`src/rtl/regbank_wport_arbiter_if.sv`:
```
// ---------------------------------------------------------------------------
// regbank_wport_arbiter_if
//   Bundles the two writeback requester handshakes, the stall input and the
//   register-bank write port into one interface.
//
//   slave  modport : used by the arbiter (requests/stall in, readies/bank out)
//   master modport : used by whatever drives the requesters and observes
//                    the bank side (the testbench)
//
//   Signals:
//     stall           - suppress all grants this cycle
//     reqN_valid      - requester N has a write pending
//     reqN_addr/data  - requester N destination register / write data
//     reqN_ready      - requester N write accepted this cycle
//     we3/wa3/wd3     - registered write strobe/address/data to the bank
//     wr15_err        - pulse when a write to R15 was dropped
//     contention_cnt  - saturating count of cycles with both requesters valid
// ---------------------------------------------------------------------------
interface regbank_wport_arbiter_if #(
  parameter int AW = 4,
  parameter int DW = 32,
  parameter int CW = 8
);
  logic          stall;
  logic          req0_valid;
  logic [AW-1:0] req0_addr;
  logic [DW-1:0] req0_data;
  logic          req0_ready;
  logic          req1_valid;
  logic [AW-1:0] req1_addr;
  logic [DW-1:0] req1_data;
  logic          req1_ready;
  logic          we3;
  logic [AW-1:0] wa3;
  logic [DW-1:0] wd3;
  logic          wr15_err;
  logic [CW-1:0] contention_cnt;

  modport slave (
    input  stall,
    input  req0_valid, req0_addr, req0_data,
    input  req1_valid, req1_addr, req1_data,
    output req0_ready, req1_ready,
    output we3, wa3, wd3, wr15_err, contention_cnt
  );

  modport master (
    output stall,
    output req0_valid, req0_addr, req0_data,
    output req1_valid, req1_addr, req1_data,
    input  req0_ready, req1_ready,
    input  we3, wa3, wd3, wr15_err, contention_cnt
  );
endinterface

```
`src/rtl/regbank_wport_arbiter.sv`:
```
// ---------------------------------------------------------------------------
// regbank_wport_arbiter
//   Shares the register bank's single write port between requester 0 (ALU
//   result) and requester 1 (memory load data). Arbitration is round-robin
//   with a valid/ready handshake; the winning write is registered so the bank
//   sees a clean one-cycle strobe. Writes to R15 (the PC, supplied to the bank
//   separately) are accepted but dropped and flagged on wr15_err. A saturating
//   counter records cycles in which both requesters were valid.
//
//   Ports:
//     clk    - system clock, rising edge
//     reset  - asynchronous, active-high reset
//     bus    - regbank_wport_arbiter_if.slave (requests, stall, bank port)
// ---------------------------------------------------------------------------
module regbank_wport_arbiter #(
  parameter int AW = 4,
  parameter int DW = 32,
  parameter int CW = 8
) (
  input  logic                     clk,
  input  logic                     reset,
  regbank_wport_arbiter_if.slave   bus
);

  logic          last_grant_q, last_grant_d;
  logic          we3_q, we3_d;
  logic [AW-1:0] wa3_q, wa3_d;
  logic [DW-1:0] wd3_q, wd3_d;
  logic          wr15_err_q, wr15_err_d;
  logic [CW-1:0] cnt_q, cnt_d;

  logic          ready0, ready1;
  logic          xfer0, xfer1, xfer;
  logic [AW-1:0] selAddr;
  logic [DW-1:0] selData;
  logic          isR15;
  logic          bothValid;

  // Grant selection: when both requesters compete, the one that was not
  // granted last wins; a lone requester always wins; stall blocks everything.
  always_comb begin
    ready0 = 1'b0;
    ready1 = 1'b0;
    if (!bus.stall) begin
      if (bus.req0_valid && bus.req1_valid) begin
        ready0 = last_grant_q;
        ready1 = !last_grant_q;
      end else if (bus.req0_valid) begin
        ready0 = 1'b1;
      end else if (bus.req1_valid) begin
        ready1 = 1'b1;
      end
    end
  end

  assign xfer0     = ready0 && bus.req0_valid;
  assign xfer1     = ready1 && bus.req1_valid;
  assign xfer      = xfer0 || xfer1;
  assign selAddr   = xfer1 ? bus.req1_addr : bus.req0_addr;
  assign selData   = xfer1 ? bus.req1_data : bus.req0_data;
  assign isR15     = (selAddr == {AW{1'b1}});
  assign bothValid = bus.req0_valid && bus.req1_valid;

  // Next-state for the registered write port. A dropped R15 write leaves
  // wa3/wd3 holding the last real write so the bank never sees R15 on wa3.
  // The grant pointer moves on every completed handshake, dropped or not.
  // Contention counts even while stalled and sticks at all-ones.
  always_comb begin
    we3_d        = xfer && !isR15;
    wr15_err_d   = xfer && isR15;
    wa3_d        = wa3_q;
    wd3_d        = wd3_q;
    last_grant_d = last_grant_q;
    cnt_d        = cnt_q;
    if (xfer && !isR15) begin
      wa3_d = selAddr;
      wd3_d = selData;
    end
    if (xfer) begin
      last_grant_d = xfer1;
    end
    if (bothValid && (cnt_q != {CW{1'b1}})) begin
      cnt_d = cnt_q + CW'(1);
    end
  end

  // State registers. Reset cancels any in-flight write immediately and
  // points last_grant at requester 1 so requester 0 wins the first tie.
  always_ff @(posedge clk or posedge reset) begin
    if (reset) begin
      last_grant_q <= 1'b1;
      we3_q        <= 1'b0;
      wa3_q        <= '0;
      wd3_q        <= '0;
      wr15_err_q   <= 1'b0;
      cnt_q        <= '0;
    end else begin
      last_grant_q <= last_grant_d;
      we3_q        <= we3_d;
      wa3_q        <= wa3_d;
      wd3_q        <= wd3_d;
      wr15_err_q   <= wr15_err_d;
      cnt_q        <= cnt_d;
    end
  end

  assign bus.req0_ready     = ready0;
  assign bus.req1_ready     = ready1;
  assign bus.we3            = we3_q;
  assign bus.wa3            = wa3_q;
  assign bus.wd3            = wd3_q;
  assign bus.wr15_err       = wr15_err_q;
  assign bus.contention_cnt = cnt_q;

endmodule
```
`src/flat_wrapper.sv`:
```
// flat-port wrapper written by rule: the top's interface ports become plain ports
module regbank_wport_arbiter_flat 
#(
  parameter int AW = 4,
  parameter int DW = 32,
  parameter int CW = 8
)
  (clk, reset, bus_stall, bus_req0_valid, bus_req0_addr, bus_req0_data, bus_req1_valid, bus_req1_addr, bus_req1_data, bus_req0_ready, bus_req1_ready, bus_we3, bus_wa3, bus_wd3, bus_wr15_err, bus_contention_cnt);
  regbank_wport_arbiter_if #(.AW(AW), .DW(DW), .CW(CW)) bus_i ();
  input  logic clk;
  input  logic reset;
  input wire logic [$bits(bus_i.stall)-1:0] bus_stall;
  input wire logic [$bits(bus_i.req0_valid)-1:0] bus_req0_valid;
  input wire logic [$bits(bus_i.req0_addr)-1:0] bus_req0_addr;
  input wire logic [$bits(bus_i.req0_data)-1:0] bus_req0_data;
  input wire logic [$bits(bus_i.req1_valid)-1:0] bus_req1_valid;
  input wire logic [$bits(bus_i.req1_addr)-1:0] bus_req1_addr;
  input wire logic [$bits(bus_i.req1_data)-1:0] bus_req1_data;
  output wire logic [$bits(bus_i.req0_ready)-1:0] bus_req0_ready;
  output wire logic [$bits(bus_i.req1_ready)-1:0] bus_req1_ready;
  output wire logic [$bits(bus_i.we3)-1:0] bus_we3;
  output wire logic [$bits(bus_i.wa3)-1:0] bus_wa3;
  output wire logic [$bits(bus_i.wd3)-1:0] bus_wd3;
  output wire logic [$bits(bus_i.wr15_err)-1:0] bus_wr15_err;
  output wire logic [$bits(bus_i.contention_cnt)-1:0] bus_contention_cnt;
  assign bus_i.stall = bus_stall;
  assign bus_i.req0_valid = bus_req0_valid;
  assign bus_i.req0_addr = bus_req0_addr;
  assign bus_i.req0_data = bus_req0_data;
  assign bus_i.req1_valid = bus_req1_valid;
  assign bus_i.req1_addr = bus_req1_addr;
  assign bus_i.req1_data = bus_req1_data;
  assign bus_req0_ready = bus_i.req0_ready;
  assign bus_req1_ready = bus_i.req1_ready;
  assign bus_we3 = bus_i.we3;
  assign bus_wa3 = bus_i.wa3;
  assign bus_wd3 = bus_i.wd3;
  assign bus_wr15_err = bus_i.wr15_err;
  assign bus_contention_cnt = bus_i.contention_cnt;
  regbank_wport_arbiter #(.AW(AW), .DW(DW), .CW(CW)) u_core (.clk(clk), .reset(reset), .bus(bus_i));
endmodule
```
`config.mk`:
```
export PLATFORM = sky130hd
export DESIGN_NAME = regbank_wport_arbiter_flat
export DESIGN_NICKNAME = d
export VERILOG_FILES = /design/src/rtl/regbank_wport_arbiter_if.sv /design/src/rtl/regbank_wport_arbiter.sv /design/src/flat_wrapper.sv
export SDC_FILE = /design/constraint.sdc
export NUM_CORES = 1
export LEC_CHECK = 0
export CORE_UTILIZATION = 43
export DETAILED_ROUTE_END_ITERATION = 6
export GPL_ROUTABILITY_DRIVEN = 0
export MAX_ROUTING_LAYER = met4
export PLACE_DENSITY = 0.88
export RECOVER_POWER = 25
export SYNTH_ARGS = -nofsm -noshare
export SYNTH_HDL_FRONTEND = slang
export SYNTH_SLANG_ARGS = --single-unit
```
`constraint.sdc`:
```
create_clock -name clk -period 5.5 [get_ports clk]
set_input_delay 1.1 -clock clk [delete_from_list [all_inputs] [get_ports clk]]
set_output_delay 1.1 -clock clk [all_outputs]
set_load 0.01 [all_outputs]
```
==> qor.yml, run 1 <==
clocking:
  clock_path_buffers: 2
  post_cts_resized: 0
  post_cts_buffers: 0
  hold_buffers: 0
  clk_pin_slew_worst_paths_ns: 0.08
  cts_tree: "done"
  htree_levels: 2
  clock_sinks: 47
  worstSkewPairLatency_ns: 0.29
  cts_root_buffer: "clkbuf_8"
  cts_buffers: 5
synthesis:
  syn_inst: 170
  synth_ff_type: "dfrtp_1"
  syn_area_per_cell_um2: 14.2
  ys_warn_count: 0
  synthTopCellsByArea: "dfrtp_1, mux2_2, mux2_4, mux2_1, buf_6"
  syn_nets: 248
  yosys.area.top_type_share: 0.478
  yosysMostFrequentCell: "dfrtp_1"
  ys_types: 32
  synth_edf_count: 0
  ys_ff_latch: 47
  synthesis.area_mm2: 0.00241
  synth_top_cells_by_count: "dfrtp_1, mux2_2, mux2_4"
  yosys.area.top_type: "dfrtp_1"
  yosysSeqAreaShare: 0.489
  synthArstFlopShare: 1.00
floorplanning:
  start_util: 0.460
  num_rows: 26
  core_area_mm2: 0.00524
  die_area_mm2: 0.00590
  fp.dieW_um: 76.8
  die_h_um: 76.8
  io_pins: 125
routing:
  drt-initial-drc-count: 52
  via_per_inst: 5.07
  via_count: 1860
  ant_nets: 0
  drc: 0
  dr.pass1.iters: 4
  wl_mm: 5.67
  routedWlPerCell_um: 15.4
global_routing:
  antenna_found_initial: 0
  grt_util_all_layers: 0.206
  grt_overflow: 0
  grt_pass1_wl_mm: 9.36
  grt_max_degree: 48
  grt_pass1_vias: 1932
critical_path:
  slowest_stage: "dlygate4sd3_1"
  max_stage_delay_ns: 0.65
  reg2reg_from: "u_core.last_grant_q"
  crit_chain: "dlygate4sd3_1 > a21bo_1 > nor2_4 > buf_4 > clkdlybuf4s50_1"
  cp.arrival_ns: 3.20
  critPathCaptureType: "output port"
  cp-start-kind: "input pin"
  cp.required_ns: 4.40
  r2r-end: "u_core.bus.wd3[21]"
  r2r_slack_ns: 3.17
  r2r_cells: 5
  startpoint: "bus_req1_valid"
  worstSetupPathType: "input pin to output port"
  cp_max_fo: 34
sta:
  finalSetupViolCount: 0
  setup_ws_ns: 1.20
  rsz0062_at_grt: "no"
  fin_worst_skew_ns: 0.00285
  drv_slew: 48
  period_share: 0.781
  min_period_ns: 4.30
  relSlewSlack: -0.141
  fin_tns_setup_ns: 0
  hold_violations: 0
  worstMarginPinSlew_ns: 1.71
  max_freq_mhz: 233
pwr:
  ir_drop_mv: 0.215
  leakage_nw: 1.56
  power.density_mw_per_mm2: 278
final_layout:
  diodes: 0
  fin_nets: 374
  drive_above_1_share: 0.269
  syn2layout_area_growth_pct: 57.5
place:
  post-dp-hpwl_mm: 4.26
  port_buffers: 124
  dpl_worst_slack_ns: 1.24
hold_path:
  hold_depth: 1
  hold_start: "u_core.bus.wd3[31]"
  holdPathEnd: "u_core.bus.wd3[31]"
  holdCritPathClass: "register to register"
status:
  outcome: "complete, but fails checks"
  violations: "max-capacitance violations, max-slew violations"
run:
  max_cap_viol_count: 1
worst max-delay path, delay by kind of cell:
kind	cells	cell delay [ns]
compound gates	1	0.34
simple gates	1	0.10
buf+inv	3	1.64
worst max path at each step:
stage                     endpoint  slack, ns
finish              bus_req1_ready       1.20
detailed placement  bus_req1_ready       1.24
floorplan           bus_req1_ready       2.54
CTS                 bus_req1_ready       1.24
global placement    bus_req1_ready       1.31
global route        bus_req1_ready       1.06
power by group:
part	total [mW]	switching [mW]	internal (mW)
combinational	0.394	0.134	0.260
sequential	0.467	0.0522	0.415
clock	0.195	0.105	0.0893
total	1.06	0.291	0.764
per-layer routing:
layer,up-vias,track usage,part of all wire
li1,876,-,-
met3,10,0.0500,0.069
met2,78,0.359,0.51
met1,896,0.236,0.40
met4,0,0.0558,0.015
met5,-,-,0
cells in the final DEF (no fill, tap or decap), types with 2 or more instances in the layout:
cell type | synthesis | routed
o22a_1 | 4 | 4
dfrtp_1 | 46 | 46
nand4_1 | 3 | 3
o22a_2 | 4 | 4
mux2_2 | 41 | 41
mux2_1 | 5 | 5
mux2_4 | 20 | 20
and3_1 | 2 | 2
dlygate4sd3_1 | 0 | 2
clkbuf_1 | 0 | 2
clkbuf_8 | 0 | 5
inv_1 | 3 | 3
and4_1 | 2 | 2
buf_4 | 0 | 2
clkdlybuf4s50_1 | 0 | 122
a21oi_1 | 3 | 3
nor2_1 | 3 | 3
nand3_1 | 7 | 7
nor3_1 | 2 | 2
xnor2_1 | 2 | 2
cell type report:
class / count / area, um^2
Clock buffer: 7 / 76.3
Clock inverter: 1 / 5.00
Fill cell: 383 / 1440
Inverter: 3 / 11.3
Multi-Input combinational cell: 112 / 1160
Sequential cell: 47 / 1180
Tap cell: 70 / 87.6
Timing Repair Buffer: 127 / 1280
state kept, by name, indices dropped and copies added, names as in the netlist:
name	count
u_core.bus.wd3	32
u_core.bus.contention_cnt	8
u_core.bus.wa3	4
u_core.bus.we3	1
u_core.bus.wr15_err	1
u_core.last_grant_q	1
cells by family after synthesis:
logic type,synth area share
adders and majority gates,0.00519
xor gates and xnor gates,0.0109
muxes,0.340
AOI/OAI and AO/OA,0.0618
and+or+nand+nor,0.0618
DFF,0.489
buffers and inverters,0.0317
stage by stage:
step | power, mW | cell area [um^2] | hold WS (ns) | utilization | cells
6_report | 1.06 | 3790 | 0.491 | 0.724 | 367
3_3_place_gp | 0.859 | 3710 | 0.467 | 0.709 | 359
3_5_place_dp | 0.871 | 3710 | 0.478 | 0.709 | 359
4_1_cts | 1.07 | 3790 | 0.497 | 0.724 | 367
5_1_grt | 1.11 | 3790 | 0.519 | 0.724 | 367
2_1_floorplan | 0.644 | 2410 | 0.499 | - | 170
Power figures use the tool's default switching activity.
==> inputs of run 2 (changes only) <==
--- a/config.mk
+++ b/config.mk
@@ -5,11 +5,11 @@
 export SDC_FILE = /design/constraint.sdc
 export NUM_CORES = 1
 export LEC_CHECK = 0
-export CORE_UTILIZATION = 43
+export CORE_UTILIZATION = 36
 export DETAILED_ROUTE_END_ITERATION = 6
 export GPL_ROUTABILITY_DRIVEN = 0
 export MAX_ROUTING_LAYER = met4
-export PLACE_DENSITY = 0.88
+export PLACE_DENSITY = 0.79
 export RECOVER_POWER = 25
 export SYNTH_ARGS = -nofsm -noshare
 export SYNTH_HDL_FRONTEND = slang
==> constraint.sdc (replaced) <==
create_clock -name clk -period 3.65 [get_ports clk]
set_input_delay 0.73 -clock clk [delete_from_list [all_inputs] [get_ports clk]]
set_output_delay 0.73 -clock clk [all_outputs]
set_load 0.01 [all_outputs]
==> qor.yml, run 2 (synthesis results as in run 1) <==
routing:
  via_per_inst: 4.83  # -4.7%
  dr.pass1.iters: 3  # -1
  via_count: 1807  # -2.8%
  drc: 0  # unchanged
  drt-initial-drc-count: 36  # -31%
  routedWlPerCell_um: 14.4  # -6.8%
  wl_mm: 5.39  # -5.0%
  ant_nets: 0  # unchanged
status:
  outcome: "complete, but fails checks"
  violations: "max-capacitance violations, max-slew violations"
sta:
  hold_slack_ns: 0.491  # +0.000338 ns
  fin_worst_skew_ns: 0.0107  # +0.00786 ns
  finalSetupViolCount: 0  # unchanged
  rsz0062_at_grt: "no"
  period_share: 0.849
  min_period_ns: 3.10
  hold_violations: 0  # unchanged
  relSlewSlack: -0.174  # -0.0326
  max_freq_mhz: 323
  fin_tns_setup_ns: 0  # unchanged
  drv_slew: 48  # unchanged
  worstMarginPinSlew_ns: 1.76  # +0.0488 ns
floorplanning:
  start_util: 0.377  # -0.0827
  core_area_mm2: 0.00639  # +22%
  num_rows: 29  # +12%
  die_h_um: 83.8  # +9.1%
  fp.dieW_um: 83.8  # +9.1%
  io_pins: 125  # unchanged
  die_area_mm2: 0.00702  # +19%
final_layout:
  drive_above_1_share: 0.273  # +0.00337
  largest_reg_flops: 32  # unchanged
  layout_common_cells: "clkdlybuf4s50_1, dfrtp_1, mux2_2"
  fillerInstances: 541  # +41%
  fin_nets: 374  # unchanged
  diodes: 0  # unchanged
  syn2layout_area_growth_pct: 58.2
  final_common_cell: "clkdlybuf4s50_1"
critical_path:
  cp.required_ns: 2.92  # -1.48 ns
  critPathCaptureType: "output port"
  worstSetupPathType: "input pin to output port"
  worstSetupPathDepth: 5  # unchanged
  cp_max_fo: 7  # -79%
  slowest_stage: "clkdlybuf4s50_1"
  cp_num_buf_inv: 3  # unchanged
  max_stage_delay_ns: 0.57  # -0.08 ns
  path_common_cell: "clkdlybuf4s50_1"
  critical_path.top_delay_family: "buffers and inverters"
  cp.arrival_ns: 2.37  # -0.83 ns
  cp-start-kind: "input pin"
  crit_chain: "clkdlybuf4s50_1 > inv_1 > o21ai_0 > nor2_1 > clkdlybuf4s50_1"
  r2r_cells: 5  # unchanged
pwr:
  power.density_mw_per_mm2: 427  # +54%
  leakage_nw: 1.57  # +0.27%
  ir_drop_mv: 0.228  # +6.2%
clocking:
  post_cts_buffers: 0  # unchanged
  clock_sinks: 47  # unchanged
  clock_path_buffers: 2  # unchanged
  clk_pin_slew_worst_paths_ns: 0.08  # about the same
  cts_tree: "done"
  cts_buffers: 5  # unchanged
  htree_levels: 2  # unchanged
  cts_root_buffer: "clkbuf_8"
  hold_buffers: 0  # unchanged
  worstSkewPairLatency_ns: 0.29  # about the same
  post_cts_resized: 0  # unchanged
global_routing:
  antenna_found_initial: 0  # unchanged
  grt_util_all_layers: 0.160  # -0.0458
  grt_pass1_wl_mm: 8.77  # -6.3%
  grt_overflow: 0  # unchanged
  grt_max_degree: 48  # unchanged
  grt_pass1_vias: 1869  # -3.3%
hold_path:
  holdCritPathClass: "register to register"
  hold_depth: 1  # unchanged
place:
  port_buffers: 124  # unchanged
  post-dp-hpwl_mm: 4.05  # -5.0%
run:
  max_cap_viol_count: 1  # unchanged
## run 2: per-stage QoR
step / cells / area (um^2) / setup WS (ns) / utilization / power [mW]
3_5_place_dp: 366 / 3710 / 0.535 / 0.581 / 1.31
5_1_grt: 374 / 3810 / 0.396 / 0.597 / 1.72
3_3_place_gp: 366 / 3710 / 0.616 / 0.581 / 1.29
4_1_cts: 374 / 3810 / 0.536 / 0.597 / 1.65
2_1_floorplan: 170 / 2410 / 1.38 / - / 0.970
6_report: 374 / 3810 / 0.551 / 0.597 / 1.63
## run 2: report_power, final
part | switching, mW | internal (mW) | leakage, nW
sequential | 0.0774 | 0.625 | 0.552
combinational | 0.199 | 0.390 | 0.966
clock | 0.165 | 0.172 | 0.0505
## run 2: final timing paths
check | end | start | slack, ns
min in group asynchronous | u_core.bus.wd3[2] | reset | 1.44
min reg2reg | u_core.bus.wd3[2] | u_core.bus.wd3[2] | 0.49
max | bus_req0_ready | bus_req1_valid | 0.55
max reg2reg | u_core.bus.wd3[27] | u_core.last_grant_q | 1.61
max in group asynchronous | u_core.bus.wa3[0] | reset | 1.19
min | u_core.bus.wd3[2] | u_core.bus.wd3[2] | 0.49
## run 2: area by class of cell
type | count | area, um^2 | area share
clock buffer | 7 | 96.3 | 0.0253
clock inverter | 1 | 7.51 | 0.00197
inverter | 3 | 11.3 | 0.00295
multi-input combinational | 112 | 1160 | 0.304
sequential | 47 | 1180 | 0.309
tap | 77 | 96.3 | 0.0253
timing repair buffer | 127 | 1260 | 0.332
## run 2: layer usage
| metal | part of all wire | global-route usage |
|---|---|---|
| met2 | 0.47 | 0.254 |
| met1 | 0.45 | 0.207 |
| met5 | 0 | - |
| met3 | 0.066 | 0.0435 |
| met4 | 0.0074 | 0.0370 |
